$ cat src/rtl/note_sequencer.sv
// note_sequencer
// Plays a table of notes into a pulse generator. Each entry holds a pitch
// control word, a duty word and a length in ticks. One tick is TICK_DIV clk
// cycles. A pitch word of 0 is a rest. A length of 0 ends the sequence.
//
// Optional build macro: NOTE_SEQ_GAP_EN. When it is defined, the sequencer
// inserts one silent tick (GAP) between consecutive non-final notes.
//
// Parameters
//   DEPTH     number of table entries (power of two)
//   TICK_DIV  clk cycles per duration tick
// Ports
//   clk, rst_n          clock; asynchronous active-low reset
//   start, stop, loop   playback control (stop has the highest priority)
//   wr_en, wr_addr,
//   wr_ctrl, wr_duty,
//   wr_dur              table write port, accepted in every state
//   ctrl, duty          registered words to the pulse generator
//   busy                high in every state except IDLE
//   done                one-cycle pulse on normal (non-loop) completion
//   step_idx            index of the entry currently playing
module note_sequencer #(
  parameter  int DEPTH    = 16,
  parameter  int TICK_DIV = 100000,
  localparam int IDX_W    = (DEPTH > 1) ? $clog2(DEPTH) : 1
) (
  input  logic             clk,
  input  logic             rst_n,
  input  logic             start,
  input  logic             stop,
  input  logic             loop,
  input  logic             wr_en,
  input  logic [IDX_W-1:0] wr_addr,
  input  logic [31:0]      wr_ctrl,
  input  logic [31:0]      wr_duty,
  input  logic [15:0]      wr_dur,
  output logic [31:0]      ctrl,
  output logic [31:0]      duty,
  output logic             busy,
  output logic             done,
  output logic [IDX_W-1:0] step_idx
);

  localparam int TW = (TICK_DIV > 1) ? $clog2(TICK_DIV) : 1;

`ifdef NOTE_SEQ_GAP_EN
  typedef enum logic [2:0] {IDLE, LOAD, PLAY, GAP, DONE} state_t;
`else
  typedef enum logic [2:0] {IDLE, LOAD, PLAY, DONE} state_t;
`endif

  state_t          state;
  logic [TW-1:0]   tick_cnt;
  logic [15:0]     dur_cnt;
  logic [1:0]      rst_sync;
  logic            run_ok;

  // Reset release is passed through two flops so the FSM cannot leave IDLE
  // on a cycle where rst_n deasserts close to the clock edge.
  always_ff @(posedge clk or negedge rst_n) begin
    if (!rst_n) rst_sync <= 2'b00;
    else        rst_sync <= {rst_sync[0], 1'b1};
  end
  assign run_ok = rst_sync[1];

  // Note table: not reset. It is read at the LOAD edge, and the result is
  // latched into ctrl/duty/dur_cnt. A write to the same address on that edge
  // is therefore seen as old data (read-first).
  logic [31:0] ctrl_mem [DEPTH];
  logic [31:0] duty_mem [DEPTH];
  logic [15:0] dur_mem  [DEPTH];

  always_ff @(posedge clk) begin
    if (wr_en) begin
      ctrl_mem[wr_addr] <= wr_ctrl;
      duty_mem[wr_addr] <= wr_duty;
      dur_mem[wr_addr]  <= wr_dur;
    end
  end

  logic [31:0]      ld_ctrl;
  logic [31:0]      ld_duty;
  logic [15:0]      ld_dur;
  logic [IDX_W-1:0] next_idx;
  logic             last_idx;
  logic             tick_wrap;
  logic             loop_back;

  assign ld_ctrl   = ctrl_mem[step_idx];
  assign ld_duty   = duty_mem[step_idx];
  assign ld_dur    = dur_mem[step_idx];
  assign next_idx  = step_idx + 1'b1;
  assign last_idx  = (step_idx == IDX_W'(DEPTH - 1));
  assign tick_wrap = (tick_cnt == TW'(TICK_DIV - 1));
  // An empty table (end marker at index 0) must not spin forever in LOAD.
  assign loop_back = loop && (step_idx != '0);

`ifdef NOTE_SEQ_GAP_EN
  logic next_is_note;
  // Peek at the following entry so that no gap is inserted after the
  // final note.
  assign next_is_note = (dur_mem[next_idx] != 16'd0);
`endif

  always_ff @(posedge clk or negedge rst_n) begin
    if (!rst_n) begin
      state    <= IDLE;
      ctrl     <= '0;
      duty     <= '0;
      step_idx <= '0;
      dur_cnt  <= '0;
      tick_cnt <= '0;
    end else if (stop) begin
      state    <= IDLE;
      ctrl     <= '0;
      duty     <= '0;
      step_idx <= '0;
      dur_cnt  <= '0;
      tick_cnt <= '0;
    end else begin
      case (state)
        IDLE: begin
          ctrl <= '0;
          duty <= '0;
          if (start && run_ok) begin
            state    <= LOAD;
            step_idx <= '0;
          end
        end

        LOAD: begin
          if (ld_dur == 16'd0) begin
            if (loop_back) begin
              state    <= LOAD;
              step_idx <= '0;
            end else begin
              state <= DONE;
            end
          end else begin
            state    <= PLAY;
            ctrl     <= ld_ctrl;
            // A rest drives both words to zero whatever duty was stored.
            duty     <= (ld_ctrl == 32'd0) ? 32'd0 : ld_duty;
            dur_cnt  <= ld_dur;
            tick_cnt <= '0;
          end
        end

        PLAY: begin
          if (tick_wrap) begin
            tick_cnt <= '0;
            if (dur_cnt == 16'd1) begin
              dur_cnt <= '0;
              ctrl    <= '0;
              duty    <= '0;
              if (last_idx) begin
                if (loop_back) begin
                  state    <= LOAD;
                  step_idx <= '0;
                end else begin
                  state <= DONE;
                end
              end else begin
                step_idx <= next_idx;
`ifdef NOTE_SEQ_GAP_EN
                state    <= next_is_note ? GAP : LOAD;
`else
                state    <= LOAD;
`endif
              end
            end else begin
              dur_cnt <= dur_cnt - 1'b1;
            end
          end else begin
            tick_cnt <= tick_cnt + 1'b1;
          end
        end

`ifdef NOTE_SEQ_GAP_EN
        GAP: begin
          ctrl <= '0;
          duty <= '0;
          if (tick_wrap) begin
            tick_cnt <= '0;
            state    <= LOAD;
          end else begin
            tick_cnt <= tick_cnt + 1'b1;
          end
        end
`endif

        DONE: begin
          state    <= IDLE;
          step_idx <= '0;
          ctrl     <= '0;
          duty     <= '0;
        end

        default: state <= IDLE;
      endcase
    end
  end

  assign busy = (state != IDLE);
  assign done = (state == DONE);

endmodule

$ cat config.mk
export PLATFORM = sky130hd
export DESIGN_NAME = note_sequencer
export DESIGN_NICKNAME = d
export VERILOG_FILES = /design/src/rtl/note_sequencer.sv
export SDC_FILE = /design/constraint.sdc
export NUM_CORES = 1
export LEC_CHECK = 0
export ABC_CLOCK_PERIOD_IN_PS = 3850
export BUFFER_PORTS_ARGS = -buffer_cell sky130_fd_sc_hd__buf_2
export CORE_AREA = 3 3 330 332
export CTS_CLUSTER_DIAMETER = 200
export DETAILED_ROUTE_END_ITERATION = 6
export DIE_AREA = 0 0 333 335
export GPL_TIMING_DRIVEN = 0
export PLACE_DENSITY = 0.73
export SYNTH_ARGS = -nofsm -noshare
export SYNTH_HDL_FRONTEND = slang
export SYNTH_SLANG_ARGS = --single-unit
$ cat constraint.sdc
create_clock -name clk -period 3.85 [get_ports clk]
set_input_delay 0.5775 -clock clk [delete_from_list [all_inputs] [get_ports clk]]
set_output_delay 0.5775 -clock clk [all_outputs]
set_load 0.02 [all_outputs]
==> Yosys cells after proc, flatten, opt, wreduce, memory -nomap -nowiden <==
Memory sizes are Yosys's and may differ from the RTL's.
Index checks and enable logic that the tools add are counted.
{ "totals": {"ff_bits": 106, "mem_count": 3, "word_cells": 76, "latch_bits": 0, "inputBits": 90, "romBits": 0, "ramBits": 1280} }
{ "op_classes": {"n_lt_le_gt_ge": 0, "bitwise_logic": 0, "eq_ne": 11, "shift": 0, "div": 0, "add_sub_neg": 3, "n_reduce_logical": 16, "multipliers": 0, "muxes": 36} }
{ "memory_table": {"columns": ["memory", "depth", "word_bits", "read_ports", "rd_clocked_by_memory_dff", "wr", "line", "rtl"], "rows": [
  ["ctrl_mem", 16, 32, 1, 0, 1, "69", "logic [31:0] ctrl_mem [DEPTH];"],
  ["duty_mem", 16, 32, 1, 0, 1, "70", "logic [31:0] duty_mem [DEPTH];"],
  ["dur_mem", 16, 16, 1, 0, 1, "71", "logic [15:0] dur_mem [DEPTH];"]
]} }
{ "ops": {"columns": ["cell", "n"], "rows": [
  ["two-way mux 32 bit", 7],
  ["one-hot mux 32 bit (3 select lines)", 2],
  ["two-way mux 16 bit", 4],
  ["two-way mux 17 bit", 3],
  ["one-hot mux 17 bit (2 select lines)", 1],
  ["zero test 32 bit", 1],
  ["one-hot mux 16 bit (2 select lines)", 1],
  ["two-way mux 4 bit", 7],
  ["two-way mux 3 bit", 6],
  ["adder 17 x 1 -> 17 bit (second input constant)", 1],
  ["== test 17 bit (second input constant)", 1],
  ["== test 16 x 1 -> 1 bit (second input constant)", 1],
  ["zero test 16 bit", 1],
  ["one-hot mux 4 bit (4 select lines)", 1],
  ["subtractor 16 x 1 -> 16 bit (second input constant)", 1],
  ["!= test 3 bit (second input constant)", 5],
  ["one-hot mux 3 bit (3 select lines)", 1],
  ["nonzero test 4 bit", 2],
  ["== test 3 x 2 -> 1 bit (second input constant)", 2],
  ["AND reduction 3 bit", 2],
  ["nonzero test 3 bit", 2],
  ["AND reduction 5 bit", 1],
  ["nonzero test 5 bit", 1],
  ["adder 4 x 1 -> 4 bit (second input constant)", 1],
  ["9 further kinds", 11]
]} }

==> Longest topological paths before layout <==
{ "depth": {"ltp_word": 8, "ltp_mapped": 15} }

==> Least setup slack after synthesis <==
OpenSTA, ideal clock, no wires.
{ "synth_timing": {"kind": "in2reg", "from": "in wr_addr[2]", "to": "mem ctrl_mem[0][0] (enable)", "t_arrival_ns": 6.513, "required_ns": 3.232, "stages": 2, "setup_slack_ns": -3.281, "cell_sequence": "or3b_2 -> nor3_1"} }
{ "synth_rtl": {"columns": ["element", "line", "rtl"], "rows": [
  ["start: declaration", "33", "input logic [IDX_W-1:0] wr_addr,"],
  ["end: declaration", "69", null]
]} }
Straight into the memory's write port.

==> Worst setup path in the final report <==
{ "layout_timing": {"from": "reg step_idx[3]", "to": "reg duty[26]"} }
{ "layout_between": {"elab_chain_cells": 6, "elab_cells_between_ends": 11, "cone_classes": "1 x eq/ne; 4 x mux; 3 x reduce/logical; 3 x memory"} }
{ "layout_lines": {"columns": ["element", "line", "rtl"], "rows": [
  ["start: declaration", "41", "output logic [IDX_W-1:0] step_idx"],
  ["start signal: assignment", "164", "step_idx <= next_idx;"],
  ["memory read (16 x 32 bit)", null, null],
  ["zero test 32 bit", "143", "duty <= (ld_ctrl == 32'd0) ? 32'd0 : ld_duty;"],
  ["two-way mux 32 bit", "143", null],
  ["two-way mux 32 bit", "132", "if (ld_dur == 16'd0) begin"],
  ["one-hot mux 32 bit (3 select lines)", "121", "case (state)"],
  ["two-way mux 32 bit", "113", "end else if (stop) begin"],
  ["end signal: assignment", "143", null],
  ["end: declaration", "38", "output logic [31:0] duty,"]
]} }
Several ways; a longest one is shown, not always the timed one. The select of a mux whose other input is x is not followed.
A chain may end at the register's enable or synchronous reset.

==> impl_results.md <==
* Worst Hold Depth at 2
* Height of the die at 335 µm
* Clock Tree Buf Depth at 3
* Share of cells above drive strength 1 at 33.1%
* Post-route setup slack at 0.0174 ns
* Via count at 27800
* R2R setup slack at 0.02 ns
* Slew margin rel. at 27.8%
* Vias per cell at 6.43
* Crit Reg-Reg Startpoint: step_idx[3]
* Post-DP Area at 57700 µm²
* WP data arrival at 4.49 ns
* # rows at 120
* Crit Path Max Fanout at 10
* Post-detail-place hpwl at 87000 µm
* Mean post-synth cell area at 22.1 µm²
* Synth Register Bits at 1385
* Fin cells at 4318
* Achievable Freq at 0.261 GHz
* Routability cong. at 0.900
* Worst-case reg-to-reg path depth at 10
* Post-route DRC at 0
* Clock Pin Slew Worst Setup and Hold Paths at 0.06 ns
* Worst Hold Class: in2reg
* Fill cells at 7242
* Tot Pwr at 34.2 mW
* Reg2reg end: duty[26]
* # IOs at 160
* Die area at 112000 µm²
* First-pass GRT wire length at 199000 µm
* Hold path endpoint: step_idx[2]
* Top cells by area, synth: edfxtp_1 (72%), mux4_2 (15%), dfrtp_1 (5.0%)
* Initial Utilization at 49.8%
* Critical Path Source Type: register
* Register Area at 41100 µm²
* Clock period minus worst slack at 3.83 ns
* Pre-CTS setup slack at -1.71 ns
* Final Hold Fails at 0
* GRT Resource Usage Total at 24.7%
* Synthesized area at 53000 µm²
* CTS Root Buffer Type: clkbuf_16
* Vias in the first global route at 28400
* Async set-reset flop share out of synthesis at 7.58%
* Setup tns final at 0 ns
* Post-synth EDFFs at 1280
* CTS Buf Count at 136
* Sequential share of the synthesized area at 77.4%
* Worst setup EP type: register
* Area share of the largest cell type after synthesis at 72.5%
* Status: finished clean
* H-tree depth at 4
* Max-cap violation count at 0
* Synthesized net count at 2503
* Leading area contributor after synthesis: edfxtp_1
* Area occupied by multi-input gates at 11600 µm²
* Final ANT Viol Nets at 0
* PwrDens at 546 nW/µm²
* VDD IR max at 437 µV
* Syn Inst Count at 2404
* Slew Viols, Final at 0
* Fin util at 58.9%
* Chip width at 333 µm
* RSZ-0062 raised after global routing: true
* DRT Wirelength at 137000 µm
* Leak at 20.4 nW
* Initial antenna violation count at 29
* CTS Sinks at 1385
* Initial DRC Count at 4342
* Worst Hold Slack at 0.110 ns
* Slew @ Worst Pin at 1.08 ns
* Clk_lat worst skew at 0.74 ns
* CTS tree: yes
* Clock Skews at 0.0262 ns
* DRT Pass-1 Iters at 5
* Period utilization at 99.5%
* Final nets at 2889
* Unique masters post-synth at 58
* Wire per inst at 31.7 µm
* Largest net degree at the start of global routing at 57
* PortBufs at 159
* Post-Place Cells at 4048
* Synth Flop Type: edfxtp_1
* Yosys warns at 0
* Total grt overflow at 0
* Area grow syn2layout at 18.3%
* Fin area at 62800 µm²
* HP Start: stop
* Core ar. at 107000 µm²
* Critical path class: reg2reg
* WP data required at 4.51 ns
* Setup violations, final at 0
==> final cells by class <==
| class | instances | area share (%) |
|---|---|---|
| Antenna cell | 14 | 0.0558 |
| Buffer | 133 | 1.72 |
| Clock buffer | 173 | 5.89 |
| Clock inverter | 76 | 1.07 |
| Inverter | 13 | 0.0777 |
| Multi-Input combinational cell | 872 | 18.5 |
| Sequential cell | 1385 | 65.4 |
| Tap cell | 1403 | 2.80 |
| Timing Repair Buffer | 249 | 4.47 |
==> metal layers <==
metal / routed length (µm) / vias up / global-route usage [%]
met5: 127 / - / 0
met4: 3770 / 18 / 8.44
met3: 13500 / 263 / 5.78
met2: 68500 / 1744 / 40.3
met1: 50800 / 14700 / 33.1
li1: - / 11100 / -
==> logic make-up after synthesis <==
group	Yosys count	share of synthesized area, %
other	1	0.00707
adder cells (fa/ha/maj)	9	0.212
AND/OR/NAND/NOR	215	1.99
flip-flops	1385	77.4
buffers and inverters	147	1.35
multiplexers	360	15.1
AO/OA/AOI/OAI	287	3.95
==> sequential cells by signal, indices dropped and copies added (netlist names) <==
| signal | count |
|---|---|
| ctrl_mem | 512 |
| duty_mem | 512 |
| dur_mem | 256 |
| ctrl | 32 |
| duty | 32 |
| tick_cnt | 17 |
| dur_cnt | 16 |
| step_idx | 4 |
| rst_sync | 2 |
| state | 2 |
==> worst max path at each step <==
stage | slack (ns) | from | to | depth (start not counted)
CTS | 0.005 | step_idx[1] | duty[23] | 10
global placement | -5.62 | wr_addr[2] | dur_mem[1][1] | 3
finish | 0.02 | step_idx[3] | duty[26] | 10
global route | -0.009 | step_idx[0] | dur_cnt[13] | 10
detailed placement | -1.71 | step_idx[1] | duty[12] | 13
floorplan | -1.11 | wr_addr[2] | ctrl_mem[1][0] | 2
==> synthesized netlist by cell type (all sizes together) (2+ instances only) <==
cell type and instances:
mux4 352, o21ai 49, nor2b 4, ha 9, nand3 5, nor2 40, inv 13, nand2 85
a32o 32, a31oi 13, or3 3, a311oi 2, and3 9, edfxtp 1280, buf 65, nor4 17
o22a 2, or2 3, o41ai 2, nand4 4, o32a 2, a21boi 2, o31ai 23, mux2i 8
o22ai 8, a211oi 2, clkbuf 69, a22oi 80, a32oi 3, a21oi 26, and2 3, dfrtp 105
nor3 14, a41o 2, a22o 33, nand3b 5, nand2b 15, or4 3
==> cells in the final DEF, fill, tap and decap left out, types with 9 or more instances in the layout <==
cell	Yosys	routed
mux4_2	352	352
bufinv_16	0	10
dfrtp_1	105	105
and3_1	9	9
buf_8	0	18
a31oi_1	13	13
a22oi_1	80	74
buf_4	5	27
o31ai_1	22	22
nand2_1	85	70
nand2_2	0	15
nor2_4	0	12
clkbuf_16	0	141
clkinv_1	0	27
o21ai_0	46	46
nand2b_1	15	14
a22o_1	33	33
buf_2	37	166
a21oi_1	26	26
clkbuf_1	69	54
inv_6	0	10
a32o_1	32	32
ha_1	9	9
edfxtp_1	1280	1280
clkbuf_4	0	14
nor2_1	40	28
diode_2	0	14
inv_1	13	13
buf_16	0	46
clkinv_2	0	22
buf_6	13	13
clkbuf_8	0	11
buf_12	0	37
clkbuf_2	0	22
==> where the power goes <==
part	internal, mW	switching, mW	total (mW)
registers	16.9	0.265	17.2
logic	1.69	2.30	3.99
clock network	7.50	5.56	13.1
==> worst max-delay path: stages (launching register included) <==
cell,delay (ns)
dfrtp_1,0.55
and2_1,0.27
clkbuf_1,0.68
clkbuf_1,0.74
a22oi_1,0.22
nand2_1,0.29
nor4_2,0.07
nand4_1,0.14
or2_4,0.27
buf_2,0.28
a32o_1,0.20
==> timing repair <==
action                     in CTS  in global routing
pin swaps                       5                  8
setup endpoints to repair     103                 96
gates resized for setup       146                 71
gates cloned                    0                  0
buffers inserted                5                  2
hold endpoints to repair       49                  0
hold buffers                    1                  0
Power figures use the tool's default switching activity.
